File: config.mk
export PLATFORM = sky130hd
export DESIGN_NAME = cordic_sched
export DESIGN_NICKNAME = d
export VERILOG_FILES = /design/src/rtl/cordic_pkg.sv /design/src/rtl/rr_arbiter.sv /design/src/rtl/cordic_sched.sv
export SDC_FILE = /design/constraint.sdc
export NUM_CORES = 1
export LEC_CHECK = 0
export BUFFER_PORTS_ARGS = -buffer_cell sky130_fd_sc_hd__buf_2
export CELL_PAD_IN_SITES_DETAIL_PLACEMENT = 0
export CELL_PAD_IN_SITES_GLOBAL_PLACEMENT = 2
export CORE_ASPECT_RATIO = 1.1
export CORE_MARGIN = 5
export CORE_UTILIZATION = 34
export CTS_CLUSTER_SIZE = 10
export DETAILED_ROUTE_END_ITERATION = 12
export PLACE_DENSITY_LB_ADDON = 0.1
export SLEW_MARGIN = 25
export SYNTH_ARGS = -nofsm -noshare
export SYNTH_HDL_FRONTEND = slang
export SYNTH_SLANG_ARGS = --single-unit
File: constraint.sdc
create_clock -name clk_i -period 11.1 [get_ports clk_i]
set_input_delay 0.555 -clock clk_i [delete_from_list [all_inputs] [get_ports clk_i]]
set_output_delay 0.555 -clock clk_i [all_outputs]
set_load 0.05 [all_outputs]
File: src/rtl/cordic_pkg.sv
// Shared definitions for the CORDIC request scheduler.
// Holds the default requester count and CORDIC latency, the requester-tag width derivation,
// and the {valid, id} tag that travels alongside each angle issued to the CORDIC.
package cordic_pkg;

  localparam int unsigned NumReqDefault        = 4;
  localparam int unsigned CordicLatencyDefault = 16;

  // The tag struct carries a fixed-width id so it can be a package-level type; only the low
  // ID_W bits are meaningful.
  localparam int unsigned TagIdW = 8;

  typedef struct packed {
    logic              valid;
    logic [TagIdW-1:0] id;
  } tag_t;

  // Requester tag width; a single requester still gets a 1-bit tag so no vector collapses.
  function automatic int unsigned id_width(input int unsigned num_req);
    return (num_req > 1) ? $clog2(num_req) : 1;
  endfunction

endpackage

File: src/rtl/rr_arbiter.sv
// Round-robin arbiter with a one-hot grant.
// Ports:
//   clk_i, rst_ni  clock, asynchronous active-low reset
//   req_i          per-requester request vector
//   advance_i      a grant was accepted this cycle; move priority past the winner
//   gnt_o          one-hot grant (combinational)
//   gnt_id_o       index of the granted requester
// Priority starts at ptr_q and wraps; ptr_q resets to 0 so requester 0 wins first.
module rr_arbiter #(
  parameter int unsigned NUM_REQ = 4,
  parameter int unsigned ID_W    = 2
) (
  input  logic               clk_i,
  input  logic               rst_ni,
  input  logic [NUM_REQ-1:0] req_i,
  input  logic               advance_i,
  output logic [NUM_REQ-1:0] gnt_o,
  output logic [ID_W-1:0]    gnt_id_o
);

  logic [ID_W-1:0] ptr_q, ptr_d;
  logic [ID_W-1:0] idx;
  logic            found;

  always_comb begin
    gnt_o    = '0;
    gnt_id_o = '0;
    found    = 1'b0;
    idx      = '0;
    for (int unsigned k = 0; k < NUM_REQ; k++) begin
      idx = ID_W'((32'(ptr_q) + k) % NUM_REQ);
      if (!found && req_i[idx]) begin
        found      = 1'b1;
        gnt_o[idx] = 1'b1;
        gnt_id_o   = idx;
      end
    end
  end

  // Idle cycles leave the pointer alone; only an accepted grant moves it.
  always_comb begin
    ptr_d = ptr_q;
    if (advance_i) begin
      ptr_d = (32'(gnt_id_o) + 1 >= NUM_REQ) ? '0 : ID_W'(32'(gnt_id_o) + 1);
    end
  end

  always_ff @(posedge clk_i or negedge rst_ni) begin
    if (!rst_ni) begin
      ptr_q <= '0;
    end else begin
      ptr_q <= ptr_d;
    end
  end

endmodule

File: src/rtl/cordic_sched.sv
// Shares one external CORDIC between NUM_REQ requesters.
// Ports:
//   clk_i, rst_ni          clock, asynchronous active-low reset
//   req_valid_i/req_rad_i  per-requester angle handshake (input side)
//   req_ready_o            one-hot round-robin grant, combinational
//   hold_i                 backpressure: blocks new grants, in-flight work still completes
//   cord_rad_o             registered angle to the CORDIC
//   cord_valid_in_o        registered issue strobe to the CORDIC
//   cord_s_out_i/c_out_i   CORDIC results, qualified by cord_valid_out_i
//   res_valid_o            one-hot result strobe to the owning requester
//   res_sin_o/res_cos_o    shared result bus, res_id_o names the owner
//   in_flight_o            issued angles whose tag has not yet reached the pipe head
//   tag_err_o              sticky: CORDIC strobe disagreed with the expected tag
// A tag shift register mirrors the CORDIC pipeline so each result is matched to its owner
// without the CORDIC carrying any sideband; results therefore return in issue order.
module cordic_sched
  import cordic_pkg::*;
#(
  parameter  int unsigned NUM_REQ        = NumReqDefault,
  parameter  int unsigned CORDIC_LATENCY = CordicLatencyDefault,
  parameter  int unsigned ID_W           = id_width(NUM_REQ),
  localparam int unsigned IfW            = $clog2(CORDIC_LATENCY + 2)
) (
  input  logic                    clk_i,
  input  logic                    rst_ni,
  input  logic [NUM_REQ-1:0]      req_valid_i,
  input  logic [NUM_REQ-1:0][31:0] req_rad_i,
  output logic [NUM_REQ-1:0]      req_ready_o,
  input  logic                    hold_i,
  output logic [31:0]             cord_rad_o,
  output logic                    cord_valid_in_o,
  input  logic [15:0]             cord_s_out_i,
  input  logic [15:0]             cord_c_out_i,
  input  logic                    cord_valid_out_i,
  output logic [NUM_REQ-1:0]      res_valid_o,
  output logic [15:0]             res_sin_o,
  output logic [15:0]             res_cos_o,
  output logic [ID_W-1:0]         res_id_o,
  output logic [IfW-1:0]          in_flight_o,
  output logic                    tag_err_o
);

  logic [NUM_REQ-1:0] arb_req, gnt;
  logic [ID_W-1:0]    gnt_id;
  logic               xfer;

  logic               cord_valid_in_q;
  logic [31:0]        cord_rad_q;
  logic [ID_W-1:0]    issue_id_q;

  tag_t               tag_q [CORDIC_LATENCY];
  tag_t               head;
  logic               res_hit;
  logic               unused_tag_id;

  logic [NUM_REQ-1:0] res_valid_q, res_valid_d;
  logic [15:0]        res_sin_q, res_sin_d, res_cos_q, res_cos_d;
  logic [ID_W-1:0]    res_id_q, res_id_d;
  logic [IfW-1:0]     in_flight_q, in_flight_d;
  logic               tag_err_q, tag_err_d;

  // Reset also masks the grant so req_ready stays low while reset is held.
  assign arb_req = req_valid_i & {NUM_REQ{rst_ni & ~hold_i}};

  rr_arbiter #(
    .NUM_REQ (NUM_REQ),
    .ID_W    (ID_W)
  ) u_rr_arbiter (
    .clk_i     (clk_i),
    .rst_ni    (rst_ni),
    .req_i     (arb_req),
    .advance_i (xfer),
    .gnt_o     (gnt),
    .gnt_id_o  (gnt_id)
  );

  assign xfer        = |gnt;
  assign req_ready_o = gnt;

  always_ff @(posedge clk_i or negedge rst_ni) begin
    if (!rst_ni) begin
      cord_valid_in_q <= 1'b0;
      cord_rad_q      <= '0;
      issue_id_q      <= '0;
    end else begin
      cord_valid_in_q <= xfer;
      if (xfer) begin
        cord_rad_q <= req_rad_i[gnt_id];
        issue_id_q <= gnt_id;
      end
    end
  end

  // Entry k is visible k+1 cycles after issue, so the head lines up with cord_valid_out.
  always_ff @(posedge clk_i or negedge rst_ni) begin
    if (!rst_ni) begin
      for (int unsigned k = 0; k < CORDIC_LATENCY; k++) begin
        tag_q[k] <= '0;
      end
    end else begin
      tag_q[0] <= '{valid: cord_valid_in_q, id: TagIdW'(issue_id_q)};
      for (int unsigned k = 1; k < CORDIC_LATENCY; k++) begin
        tag_q[k] <= tag_q[k-1];
      end
    end
  end

  assign head          = tag_q[CORDIC_LATENCY-1];
  assign unused_tag_id = ^head.id;
  assign res_hit       = cord_valid_out_i & head.valid;

  always_comb begin
    res_valid_d = '0;
    res_sin_d   = res_sin_q;
    res_cos_d   = res_cos_q;
    res_id_d    = res_id_q;
    if (res_hit) begin
      res_valid_d = NUM_REQ'(1) << head.id[ID_W-1:0];
      res_sin_d   = cord_s_out_i;
      res_cos_d   = cord_c_out_i;
      res_id_d    = head.id[ID_W-1:0];
    end
    // Any strobe/tag disagreement (dropped result or untagged stray) latches until reset.
    tag_err_d = tag_err_q | (cord_valid_out_i ^ head.valid);
  end

  // Counts tags in the shadow pipe; a tag retires at the head whether or not data arrived.
  always_comb begin
    in_flight_d = in_flight_q;
    unique case ({cord_valid_in_q, head.valid})
      2'b10:   in_flight_d = in_flight_q + IfW'(1);
      2'b01:   in_flight_d = in_flight_q - IfW'(1);
      default: in_flight_d = in_flight_q;
    endcase
  end

  always_ff @(posedge clk_i or negedge rst_ni) begin
    if (!rst_ni) begin
      res_valid_q <= '0;
      res_sin_q   <= '0;
      res_cos_q   <= '0;
      res_id_q    <= '0;
      in_flight_q <= '0;
      tag_err_q   <= 1'b0;
    end else begin
      res_valid_q <= res_valid_d;
      res_sin_q   <= res_sin_d;
      res_cos_q   <= res_cos_d;
      res_id_q    <= res_id_d;
      in_flight_q <= in_flight_d;
      tag_err_q   <= tag_err_d;
    end
  end

  assign cord_rad_o      = cord_rad_q;
  assign cord_valid_in_o = cord_valid_in_q;
  assign res_valid_o     = res_valid_q;
  assign res_sin_o       = res_sin_q;
  assign res_cos_o       = res_cos_q;
  assign res_id_o        = res_id_q;
  assign in_flight_o     = in_flight_q;
  assign tag_err_o       = tag_err_q;

endmodule

==> impl_metrics.csv <==
group,metric,value,unit
timing,skew,0.00927,ns
grt,antenna_found_initial,1,
timing,rsz0062_at_grt,"no",
detailed_routing,drt_wl_total,19300,um
final_layout,fin_area,8700,um^2
logic_synthesis,syn_inst,527,
timing,fmax,220,MHz
final_layout,drive_gt1_share,48.2,%
logic_synthesis,syn_avg_cell_area,12.6,um^2
cts,cts_max_level,4,
die,core_area,19200,um^2
power_and_ir_drop,peakVddDrop,0.158,mV
detailed_routing,num_vias,5215,
critical_path,path_cells,"inv_1, ha_1, mux4_2, a22oi_1, a2bb2oi_2, a2111oi_4, buf_4, and2_4, mux2_1",
logic_synthesis,ys_types,50,
cts,postCtsSetupBuffers,0,
critical_path,end_kind,"flop",
timing,finalHoldViolCount,0,
outcome,outcome,"completed",
logic_synthesis,synth_area_leaders,"dfrtp_1 49%, o211a_1 9.7%, a211oi_1 7.5%",
detailed_routing,avgRoutedWirePerCell,19.2,um
die,die_h,156,um
placed_design,numPortBuffers,248,
cts,ctsResizeCount,0,
grt,grt_pass1_vias,5462,
critical_path,crit_arrival,4.83,ns
logic_synthesis,yosysWarningCount,0,
power_and_ir_drop,power.density,351,nW/um^2
placed_design,placed_cell_area,8040,um^2
detailed_routing,ant_nets,0,
cts,clk_latency,0.41,ns
die,fp.dieW,143,um
timing,tightest_slew,0.880,ns
critical_path,crit_type,"flop to flop",
flow_run,cap_violations,0,
power_and_ir_drop,p_leak,0.00450,uW
cts,path_clk_slew,0.06,ns
timing,finalCriticalPeriod,4.55,ns
cts,ctsHoldBuffers,0,
timing,drv_slew,0,
logic_synthesis,synth_nets,710,
grt,grtUsageTotal,16.9,%
hold_path,min_path_type,"input pin to async pin",
logic_synthesis,synth_edf_count,0,
critical_path,worst-r2r-setup-slack,6.55,ns
placed_design,place_hpwl,13600,um
detailed_routing,drtPass1Iterations,4,
timing,setup_viol,0,
die,rows,53,
die,pin_count,249,
grt,grt_pass1_wl,29800,um
logic_synthesis,synthFlopType,"dfrtp_1",
logic_synthesis,yosysSeqAreaShare,48.8,%
timing,fin_setup_tns,0,ns
detailed_routing,first_iter_violations,191,
logic_synthesis,syn-cell-area,6620,um^2
timing,maxSlewHeadroom,41.3,%
final_layout,syn_to_final_growth,31.4,%
cts,cts_buffer_depth,2,
final_layout,antennaDiodeCount,0,
detailed_routing,vias_per_cell,5.18,
cts,cts_buffers,17,
final_layout,fin_nets,930,
timing,fin_crit_sh,41.0,%
critical_path,critPathRequiredTime,11.38,ns
die,dieArea,22400,um^2
logic_synthesis,synth_top_cell_area_share,48.8,%
critical_path,path_max_fanout,37,
logic_synthesis,async_flop_share,100,%
grt,grt_max_degree,90,
cts,cts_tree,"done",
critical_path,startpoint_type,"flop",
logic_synthesis,yosys.area.top_type,"dfrtp_1",
grt,gr-total-overflow,0,
cts,cts.sinks,129,
die,start_util,34.5,%
logic_synthesis,ys_ff_latch,129,
timing,holdWs,0.0487,ns
detailed_routing,route.detailed.drc,0,
placed_design,finalWeightedCongestion,0.823,
critical_path,crit_path_max_incr_delay,0.87,ns
cts,clockRootBuffer,"clkbuf_16",
critical_path,slowest_stage,"dfrtp_1",
-- kinds of logic after synthesis --
logic type / Yosys count / share of synthesized area (%)
adders and majority gates: 15 / 2.95
buffers and inverters: 71 / 4.72
muxes: 40 / 7.26
AOI/OAI and AO/OA: 195 / 29.6
DFF: 129 / 48.8
and+or+nand+nor: 72 / 6.07
xor gates and xnor gates: 5 / 0.661
-- worst max-delay path: cells and delay by family (launching register included) --
family	cells	cell delay [ns]
compound gates	3	0.67
fa+ha+maj	1	0.55
buf+inv	2	0.67
flops	1	0.87
mux	2	0.84
simple gates	1	0.81
-- power by group --
group          total [uW]  switching, uW  internal (uW)
sequential            804            111            693
combinational        1640           1130            510
clock                 605            201            405
total                3050           1440           1610
-- placed cells by master, fill, tap and decap left out, types with 2 or more instances in the layout --
cell type   instances
buf_2             247
dfrtp_1           129
a211oi_1           65
o211a_1            64
nand3_1            36
mux2_2             33
o31ai_4            20
clkbuf_16          17
ha_1               14
inv_1              12
nand2_1             8
nor2_1              7
o31ai_1             7
buf_4               7
o31ai_2             6
a21o_1              5
bufinv_16           5
and3b_1             4
o21ai_0             4
mux4_2              3
mux2i_1             3
inv_2               3
a21oi_1             3
or4b_1              3
a22oi_1             3
a2bb2oi_2           3
xor2_1              3
clkinvlp_4          3
and3_1              2
a31oi_1             2
nor3b_1             2
a32o_1              2
nand3b_1            2
o21ai_1             2
xnor2_1             2
clkinv_4            2
clkinv_2            2
buf_6               2
-- cells in the mapped netlist, drive strengths merged (7+ instances only) --
cell / count
dfrtp: 129
o211a: 64
nand3: 36
nor2: 7
o21ai: 7
clkbuf: 50
nand2: 9
inv: 15
ha: 14
o31ai: 33
mux2: 34
a211oi: 66
-- metrics by stage --
stage / worst slack, ns / util (%) / instances / power [uW]
after floorplan: 7.18 / - / 527 / 2090
after global placement: 6.52 / 41.9 / 974 / 2450
after global routing: 6.16 / 45.4 / 1007 / 3240
after detailed placement: 6.33 / 41.9 / 974 / 2480
after CTS: 6.32 / 45.3 / 1006 / 3100
final: 6.55 / 45.4 / 1007 / 3050
-- sequential cells by signal, summed over array words and instances (netlist names), 2 cells and up --
signal and flops:
cord_rad_o 32, res_valid_o 4, in_flight_o 5, issue_id_q 2, res_id_o 2, tag_q 45
res_cos_o 16, res_sin_o 16, u_rr_arbiter.ptr_q 2, head 3
-- final timing paths --
check,from,end,cells after the start
setup / recovery,u_rr_arbiter.ptr_q[0]$_DFFE_PN0P_,u_rr_arbiter.ptr_q[1]$_DFFE_PN0P_,9
hold / removal,rst_ni,in_flight_o[4]$_DFFE_PN0P_,1
min in group clk_i,tag_q[45]$_DFF_PN0_,tag_q[36]$_DFF_PN0_,0
max in group asynchronous,rst_ni,res_cos_o[12]$_DFFE_PN0P_,2
setup reg to reg,u_rr_arbiter.ptr_q[0]$_DFFE_PN0P_,u_rr_arbiter.ptr_q[1]$_DFFE_PN0P_,9
hold reg to reg,tag_q[45]$_DFF_PN0_,tag_q[36]$_DFF_PN0_,0
-- cell type report --
type | count | area, um^2
Fill cell | 1837 | 10500
Sequential cell | 129 | 3230
Multi-Input combinational cell | 327 | 3130
Timing Repair Buffer | 257 | 1330
Clock buffer | 19 | 443
Tap cell | 247 | 309
Clock inverter | 13 | 209
Inverter | 15 | 56.3
-- routing by layer --
| metal | part of all wire, % | track usage (%) | wire, um | vias to the layer above |
|---|---|---|---|---|
| li1 | - | - | - | 2476 |
| met1 | 41 | 21.2 | 7950 | 2534 |
| met2 | 50 | 28.8 | 9630 | 187 |
| met3 | 7.6 | 4.40 | 1470 | 16 |
| met4 | 1.4 | 5.21 | 275 | 2 |
| met5 | 0.067 | 0 | 13 | - |
Note: power is estimated with default switching activity, not from simulation.
